===== src/rtl/equal_cmp_arbiter_pkg.sv =====
// Shared encodings for the branch/trap equality-compare arbiter.
package cmp_pkg;

    typedef enum logic [1:0] {
        IDLE = 2'd0,
        CMP  = 2'd1,
        RESP = 2'd2
    } state_e;

    localparam logic PORT_BR   = 1'b0;
    localparam logic PORT_TRAP = 1'b1;

endpackage


===== src/rtl/equal_cmp_arbiter_if.sv =====
// Request/response handshake bundle for both requesters of the compare arbiter.
interface equal_cmp_arbiter_if #(parameter int WIDTH = 32);

    logic             req_valid_0;
    logic             req_ready_0;
    logic [WIDTH-1:0] req_a_0;
    logic [WIDTH-1:0] req_b_0;
    logic             req_inv_0;
    logic             resp_valid_0;
    logic             resp_ready_0;
    logic             resp_result_0;

    logic             req_valid_1;
    logic             req_ready_1;
    logic [WIDTH-1:0] req_a_1;
    logic [WIDTH-1:0] req_b_1;
    logic             req_inv_1;
    logic             resp_valid_1;
    logic             resp_ready_1;
    logic             resp_result_1;

    modport master (
        output req_valid_0, req_a_0, req_b_0, req_inv_0, resp_ready_0,
        output req_valid_1, req_a_1, req_b_1, req_inv_1, resp_ready_1,
        input  req_ready_0, resp_valid_0, resp_result_0,
        input  req_ready_1, resp_valid_1, resp_result_1
    );

    modport slave (
        input  req_valid_0, req_a_0, req_b_0, req_inv_0, resp_ready_0,
        input  req_valid_1, req_a_1, req_b_1, req_inv_1, resp_ready_1,
        output req_ready_0, resp_valid_0, resp_result_0,
        output req_ready_1, resp_valid_1, resp_result_1
    );

endinterface


===== src/rtl/equal_cmp_arbiter_equal_32.sv =====
// Existing 32-bit bitwise equality comparator shared by the arbiter.
module equal_32 (
    input  logic [31:0] a,
    input  logic [31:0] b,
    output logic        eq
);

    assign eq = (a == b);

endmodule


===== src/rtl/equal_cmp_arbiter.sv =====
// Round-robin arbiter sharing one equal_32 between the branch and trap units.
// One comparison in flight: IDLE (accept) -> CMP (evaluate) -> RESP (hold until taken).
module equal_cmp_arbiter
    import cmp_pkg::*;
#(
    parameter int WIDTH = 32
) (
    input  logic                 clk,
    input  logic                 reset,
    equal_cmp_arbiter_if.slave   bus,
    output logic                 busy
);

    state_e           state_q, state_d;
    logic             last_grant_q, last_grant_d;
    logic             owner_q, owner_d;
    logic             inv_q, inv_d;
    logic             result_q, result_d;
    logic [WIDTH-1:0] a_q, a_d;
    logic [WIDTH-1:0] b_q, b_d;

    logic             eq;
    logic             grant_vld;
    logic             grant_port;

    equal_32 u_eq (
        .a  (a_q),
        .b  (b_q),
        .eq (eq)
    );

    // On a tie the port that did not win last time goes next.
    always_comb begin
        grant_vld  = bus.req_valid_0 | bus.req_valid_1;
        grant_port = PORT_BR;
        if (bus.req_valid_0 && bus.req_valid_1)
            grant_port = ~last_grant_q;
        else if (bus.req_valid_1)
            grant_port = PORT_TRAP;
    end

    always_comb begin
        state_d      = state_q;
        last_grant_d = last_grant_q;
        owner_d      = owner_q;
        inv_d        = inv_q;
        result_d     = result_q;
        a_d          = a_q;
        b_d          = b_q;
        case (state_q)
            IDLE: begin
                if (grant_vld) begin
                    a_d          = (grant_port == PORT_TRAP) ? bus.req_a_1   : bus.req_a_0;
                    b_d          = (grant_port == PORT_TRAP) ? bus.req_b_1   : bus.req_b_0;
                    inv_d        = (grant_port == PORT_TRAP) ? bus.req_inv_1 : bus.req_inv_0;
                    owner_d      = grant_port;
                    last_grant_d = grant_port;
                    state_d      = CMP;
                end
            end
            CMP: begin
                result_d = eq ^ inv_q;
                state_d  = RESP;
            end
            RESP: begin
                if ((owner_q == PORT_TRAP) ? bus.resp_ready_1 : bus.resp_ready_0)
                    state_d = IDLE;
            end
            default: state_d = IDLE;
        endcase
    end

    always_comb begin
        bus.req_ready_0   = (state_q == IDLE) && grant_vld && (grant_port == PORT_BR);
        bus.req_ready_1   = (state_q == IDLE) && grant_vld && (grant_port == PORT_TRAP);
        bus.resp_valid_0  = (state_q == RESP) && (owner_q == PORT_BR);
        bus.resp_valid_1  = (state_q == RESP) && (owner_q == PORT_TRAP);
        bus.resp_result_0 = bus.resp_valid_0 & result_q;
        bus.resp_result_1 = bus.resp_valid_1 & result_q;
        busy              = (state_q != IDLE);
    end

    always_ff @(posedge clk) begin
        if (reset) begin
            state_q      <= IDLE;
            last_grant_q <= PORT_TRAP;
            owner_q      <= PORT_BR;
            inv_q        <= 1'b0;
            result_q     <= 1'b0;
            a_q          <= '0;
            b_q          <= '0;
        end else begin
            state_q      <= state_d;
            last_grant_q <= last_grant_d;
            owner_q      <= owner_d;
            inv_q        <= inv_d;
            result_q     <= result_d;
            a_q          <= a_d;
            b_q          <= b_d;
        end
    end

endmodule


===== src/flat_wrapper.sv =====
// flat-port wrapper written by rule: the top's interface ports become plain ports
module equal_cmp_arbiter_flat import cmp_pkg::*;
#(
    parameter int WIDTH = 32
)
  (clk, reset, busy, bus_req_valid_0, bus_req_a_0, bus_req_b_0, bus_req_inv_0, bus_resp_ready_0, bus_req_valid_1, bus_req_a_1, bus_req_b_1, bus_req_inv_1, bus_resp_ready_1, bus_req_ready_0, bus_resp_valid_0, bus_resp_result_0, bus_req_ready_1, bus_resp_valid_1, bus_resp_result_1);
  equal_cmp_arbiter_if #(.WIDTH(WIDTH)) bus_i ();
  input  logic clk;
  input  logic reset;
  output logic busy;
  input wire logic [$bits(bus_i.req_valid_0)-1:0] bus_req_valid_0;
  input wire logic [$bits(bus_i.req_a_0)-1:0] bus_req_a_0;
  input wire logic [$bits(bus_i.req_b_0)-1:0] bus_req_b_0;
  input wire logic [$bits(bus_i.req_inv_0)-1:0] bus_req_inv_0;
  input wire logic [$bits(bus_i.resp_ready_0)-1:0] bus_resp_ready_0;
  input wire logic [$bits(bus_i.req_valid_1)-1:0] bus_req_valid_1;
  input wire logic [$bits(bus_i.req_a_1)-1:0] bus_req_a_1;
  input wire logic [$bits(bus_i.req_b_1)-1:0] bus_req_b_1;
  input wire logic [$bits(bus_i.req_inv_1)-1:0] bus_req_inv_1;
  input wire logic [$bits(bus_i.resp_ready_1)-1:0] bus_resp_ready_1;
  output wire logic [$bits(bus_i.req_ready_0)-1:0] bus_req_ready_0;
  output wire logic [$bits(bus_i.resp_valid_0)-1:0] bus_resp_valid_0;
  output wire logic [$bits(bus_i.resp_result_0)-1:0] bus_resp_result_0;
  output wire logic [$bits(bus_i.req_ready_1)-1:0] bus_req_ready_1;
  output wire logic [$bits(bus_i.resp_valid_1)-1:0] bus_resp_valid_1;
  output wire logic [$bits(bus_i.resp_result_1)-1:0] bus_resp_result_1;
  assign bus_i.req_valid_0 = bus_req_valid_0;
  assign bus_i.req_a_0 = bus_req_a_0;
  assign bus_i.req_b_0 = bus_req_b_0;
  assign bus_i.req_inv_0 = bus_req_inv_0;
  assign bus_i.resp_ready_0 = bus_resp_ready_0;
  assign bus_i.req_valid_1 = bus_req_valid_1;
  assign bus_i.req_a_1 = bus_req_a_1;
  assign bus_i.req_b_1 = bus_req_b_1;
  assign bus_i.req_inv_1 = bus_req_inv_1;
  assign bus_i.resp_ready_1 = bus_resp_ready_1;
  assign bus_req_ready_0 = bus_i.req_ready_0;
  assign bus_resp_valid_0 = bus_i.resp_valid_0;
  assign bus_resp_result_0 = bus_i.resp_result_0;
  assign bus_req_ready_1 = bus_i.req_ready_1;
  assign bus_resp_valid_1 = bus_i.resp_valid_1;
  assign bus_resp_result_1 = bus_i.resp_result_1;
  equal_cmp_arbiter #(.WIDTH(WIDTH)) u_core (.clk(clk), .reset(reset), .bus(bus_i), .busy(busy));
endmodule

===== config.mk =====
export PLATFORM = sky130hd
export DESIGN_NAME = equal_cmp_arbiter_flat
export DESIGN_NICKNAME = d
export VERILOG_FILES = /design/src/rtl/equal_cmp_arbiter_pkg.sv /design/src/rtl/equal_cmp_arbiter_if.sv /design/src/rtl/equal_cmp_arbiter_equal_32.sv /design/src/rtl/equal_cmp_arbiter.sv /design/src/flat_wrapper.sv
export SDC_FILE = /design/constraint.sdc
export NUM_CORES = 1
export LEC_CHECK = 0
export BUFFER_PORTS_ARGS = -buffer_cell sky130_fd_sc_hd__buf_4
export CORE_UTILIZATION = 40
export DETAILED_ROUTE_END_ITERATION = 8
export PLACE_DENSITY = 0.71
export SETUP_SLACK_MARGIN = 0.3
export SYNTH_ARGS = -nofsm -noshare
export SYNTH_HDL_FRONTEND = slang
export SYNTH_HIERARCHICAL = 1
export SYNTH_SLANG_ARGS = --single-unit

===== constraint.sdc =====
create_clock -name clk -period 1.62 [get_ports clk]
set_clock_uncertainty 0.1 [all_clocks]
set_input_delay 0.486 -clock clk [delete_from_list [all_inputs] [get_ports clk]]
set_output_delay 0.486 -clock clk [all_outputs]
set_load 0.005 [all_outputs]

After elaboration in Yosys (flattened, before gate mapping)
Index checks and enable logic that the tools add are counted.

word-level totals
  register bits after elaboration = 70
  input bits = 136
  output and inout bits = 7
  word-level logic and storage cells = 38

operators by class
  muxes and demuxes = 9
  reductions and logical operators = 10
  eq/ne operators = 5
  bitwise operators = 7

operator list
  kind                  number
  $mux W32              2
  $eq A32 B32 Y1        1
  $logic_and A1 B1 Y1   6
  $pmux W2 S3           1
  $mux W1               4
  $mux W2               2
  $ne A2 B1 Y1 const B  2
  $reduce_and A2 Y1     2
  $not A1 Y1            3
  $and A1 B1 Y1         2
  $eq A2 B1 Y1 const B  1
  $eq A2 B2 Y1 const B  1
  $logic_not A2 Y1      1
  $reduce_bool A2 Y1    1
  $or A1 B1 Y1          1
  $xor A1 B1 Y1         1

Depth between registers and ports, before layout
  depth after elaboration = 4
  mapped depth = 6
  depth with buffers taken out = 6

Cells and area by module
Netlist, hierarchy kept.

modules (own cells, without submodules)
  module             seq. area each (µm²)  cells each  instances  area each (µm²)
  equal_cmp_arbiter  1,401.3               407         1          3,215.6
  equal_32           0.0                   43          1          346.6

Least setup slack after synthesis
No wires, ideal clock.

  kind = input port to output port
  from = input port bus_req_valid_0
  to = output port bus_req_ready_1
  setup slack = -0.144 ns
  cell stages on the path = 4
  data required time = 1.034 ns
  arrival time = 1.178 ns
  path buffers = 2
  cell sequence = nand2_1 > buf_2 > clkbuf_1 > and2_1

on the way
  cells in the longest elaborated chain, start to end = 3
  elaborated cells between the ends (all ways) = 5
  those cells by class = mux: 1; bitwise: 1; reduce/logical: 3

RTL lines
  element                                              RTL line                                          text
  start, declared                                      flat_wrapper.sv:11                                input wire logic [$bits(bus_i.req_valid_0)-1:0] bus_req_valid_0;
  $or A1 B1 Y1 or $logic_and A1 B1 Y1 (tied branches)  equal_cmp_arbiter.sv:34, equal_cmp_arbiter.sv:36
  $logic_and A1 B1 Y1 or $mux W1 (tied branches)       equal_cmp_arbiter.sv:75, equal_cmp_arbiter.sv:36
  $logic_and A1 B1 Y1 (*)                              equal_cmp_arbiter.sv:75                           bus.req_ready_1 = (state_q == IDLE) && grant_vld && (grant_port == PORT_TRAP);
  end, declared                                        flat_wrapper.sv:24                                output wire logic [$bits(bus_i.req_ready_1)-1:0] bus_req_ready_1;

Every way passes the cells marked *; elsewhere a longest branch is shown, timed or not.

Final worst setup path
  from = register u_core.state_q[1]
  to = output port bus_req_ready_0

on the way
  cells in the longest elaborated chain, start to end = 3

RTL lines
  element                            RTL line                 text
  start, declared                    equal_cmp_arbiter.sv:14  state_e state_q, state_d;
  start signal, assigned             equal_cmp_arbiter.sv:93  state_q <= state_d;
  $logic_not A2 Y1                   equal_cmp_arbiter.sv:74  bus.req_ready_0 = (state_q == IDLE) && grant_vld && (grant_port == PORT_BR);
  $logic_and A1 B1 Y1 (2 in series)  equal_cmp_arbiter.sv:74
  end, declared                      flat_wrapper.sv:21       output wire logic [$bits(bus_i.req_ready_0)-1:0] bus_req_ready_0;

No other way between the ends.

==> flow_metrics.tcl <==
set metrics [dict create \
    grt_max_degree 44 \
    ys_top_cells_by_area "dfxtp_1, nand3_1, a31oi_1" \
    dpl_worst_slack_ns -0.0754 \
    r2r-end "u_core/a_q[10]" \
    fin_nets 747 \
    startpoint "u_core/state_q[1]" \
    ir_drop_mv 0.415 \
    ys_ff_latch 70 \
    worst_slew_pin_slew_ns 0.747 \
    clk_latency_ns 0.36 \
    viasPerCell 6.34 \
    start_kind "flop" \
    firstDrtPassIters 6 \
    cp.required_ns 1.03 \
    placed_area_sq_um 4820 \
    yosysWarnings 6 \
    r2r_slack_ns -0.19 \
    die_w_um 96.4 \
    initial_core_util 0.410 \
    dp_hpwl_um 8380 \
    clockBufferDepth 2 \
    cp.arrival_ns 1.28 \
    gp_congestion 0.828 \
    failed_checks "negative setup slack" \
    wl_um 16700 \
    ios 143 \
    cts_tree "yes" \
    htreeDepth 3 \
    synthCells 450 \
    synth_fp_nets 586 \
    synth.top_cell.area_share 0.393 \
    std_cell_rows 34 \
    path_max_fanout 4 \
    crit_chain "buf_12, nor3b_4, and2_4, buf_6" \
    synth.largest_area_cell "dfxtp_1" \
    wire_per_inst_um 23.0 \
    syn_area_per_cell_sq_um 7.92 \
    path_clk_slew_ns 0.07 \
    fin_ws_ns -0.243 \
    antenna_found_initial 0 \
    total_power_mw 5.31 \
    area_growth_pct 79.4 \
    setup_viol 73 \
    grt_pass1_vias 4196 \
    detail-route-antenna-nets 0 \
    path_class "flop to output pin" \
    path_depth 4 \
    period_share 1.15 \
    outcome "complete, but fails checks" \
    synth_area_sq_um 3560 \
    cpMaxStageDelayCell "dfxtp_2" \
    fp.coreArea_sq_um 8680 \
    rsz0062_at_grt "yes" \
    power_density_nw_per_um2 831 \
    final.setup.tns_ns -8.24 \
    crit_path_end "bus_req_ready_0" \
    max_stage_delay_ns 0.34 \
    finalHoldViolCount 0 \
    port-buffer-count 142 \
    fin_cells 723 \
    num_vias 4581 \
    final_cell_area_sq_um 6390 \
    cts_buffers 9 \
    path_delay_family "simple AND/OR/NAND/NOR gates" \
    crit-reg2reg-launch "u_core/state_q[1]" \
    endpoint_kind "output pin" \
    grt.total_usage 0.314 \
    cts.sinks 70 \
    yosysSeqAreaShare 0.393 \
    drt-initial-drc-count 508 \
    fmax_ghz 0.537 \
    crit_buf_inv 2 \
    drv_slew 0 \
    fp.dieH_um 96.4 \
    drv_cap 0 \
    grt_pass1_wl_um 21600 \
    cts-root-buf "clkbuf_8" \
    slew_headroom 0.502 \
    overflow 0 \
    ys_types 29 \
    dp.cells 671 \
    p_leak_nw 2.55 \
    reg2reg_depth 10 \
    holdCritPathClass "primary input to flop" \
    antenna_cells 0 \
    finalCriticalPeriod_ns 1.86 \
    drc 0 \
    die_area_sq_um 9290 \
    layout-drive-gt1-share 0.525 \
]
-- worst min-delay path by stage --
stage	startpoint	end	slack, ns	depth (start not counted)
finish	bus_req_b_1[8]	u_core/b_q[8]	0.28	3
global route	bus_req_b_1[8]	u_core/b_q[8]	0.29	3
CTS	bus_req_b_1[8]	u_core/b_q[8]	0.29	3
detailed placement	u_core/a_q[27]	u_core/a_q[27]	0.40	2
global placement	u_core/a_q[27]	u_core/a_q[27]	0.40	2
floorplan	u_core/last_grant_q	u_core/last_grant_q	0.38	2
-- final cells by class --
cell class / count / area (sq um)
flip-flops and latches: 70 / 1410
well taps: 108 / 135
repair buffers: 201 / 2140
clock buffers: 10 / 128
clock inverters: 5 / 27.5
inverters: 1 / 3.75
fillers: 556 / 2290
multi-input cells: 328 / 2550
-- where the power goes --
part | total (mW) | switching, mW | internal (mW)
logic | 2.07 | 1.01 | 1.06
clock network | 1.20 | 0.662 | 0.536
registers | 2.04 | 0.148 | 1.89
total | 5.31 | 1.82 | 3.49
-- cells in the final DEF (no fill, tap or decap), types with 2 or more instances in the layout --
| master | instances |
|---|---|
| a31oi_1 | 57 |
| a31oi_2 | 3 |
| a31oi_4 | 5 |
| and2_4 | 3 |
| buf_12 | 19 |
| buf_16 | 11 |
| buf_4 | 149 |
| buf_6 | 14 |
| buf_8 | 3 |
| clkbuf_16 | 4 |
| clkbuf_8 | 9 |
| clkinv_2 | 4 |
| dfxtp_1 | 67 |
| dfxtp_2 | 2 |
| nand3_1 | 53 |
| nand3_2 | 67 |
| nand3_4 | 10 |
| nand4_1 | 2 |
| nor2_1 | 3 |
| nor2b_4 | 2 |
| nor3b_4 | 2 |
| nor4_1 | 4 |
| nor4_2 | 4 |
| o21ai_1 | 62 |
| o21ai_2 | 2 |
| xor2_1 | 32 |
-- per-layer routing --
layer	GRT usage	up-vias	share of wire
met5	0	-	0
met4	0.123	0	0.051
met3	0.0649	82	0.094
met2	0.519	324	0.48
met1	0.401	2172	0.38
li1	-	2003	-
-- logic make-up (layout without fill, tap and decap cells) --
| logic type | after synthesis | count (layout) | share of synthesized area |
|---|---|---|---|
| AND/OR/NAND/NOR | 160 | 160 | 0.235 |
| AO/OA/AOI/OAI | 134 | 134 | 0.214 |
| flip-flops | 70 | 70 | 0.393 |
| buffers and inverters | 52 | 217 | 0.0745 |
| XOR/XNOR | 33 | 33 | 0.0811 |
| multiplexers | 1 | 1 | 0.00281 |
-- tightest hold or removal path, delay by kind of cell --
kind                   cells  cell delay, ns
AOI/OAI and AO/OA          1            0.06
buffers and inverters      1            0.11
and+or+nand+nor            1            0.04
-- registers in the layout, summed over array words and instances, names as in the netlist --
register	cells
u_core/a_q	32
u_core/b_q	32
u_core/inv_q	1
u_core/last_grant_q	1
u_core/owner_q	1
u_core/result_q	1
u_core/state_q	2
-- timing repair --
action                     in CTS  in global routing
setup endpoints to repair      76                 75
resized for setup              84                 78
cloned                         12                  4
pin swaps                      65                 75
hold buffers                    0                  0
buffers inserted               10                 11
-- cell usage after synthesis --
library cell	number
inv_1	1
nor4_1	8
nor3b_1	1
buf_1	1
buf_4	7
nor2_1	5
and2_1	4
o21ai_1	65
and3_1	1
nand3_1	130
buf_2	17
xor2_1	32
nor3_1	1
or2_1	1
a211o_1	1
a31oi_1	65
a21oi_1	1
nor2b_1	3
nand4_1	2
o21bai_1	1
xnor2_1	1
nand2_1	1
dfxtp_1	70
buf_6	3
mux2i_1	1
nand2b_1	1
nor3b_2	2
a211oi_1	1
clkbuf_1	23
-- per-stage QoR --
stage	hold WS [ns]	util
floorplan	0.382	-
global placement	0.396	0.556
detailed placement	0.403	0.556
CTS	0.286	0.667
global route	0.289	0.736
finish	0.282	0.736
No activity file was read; power rests on OpenSTA's default activity.
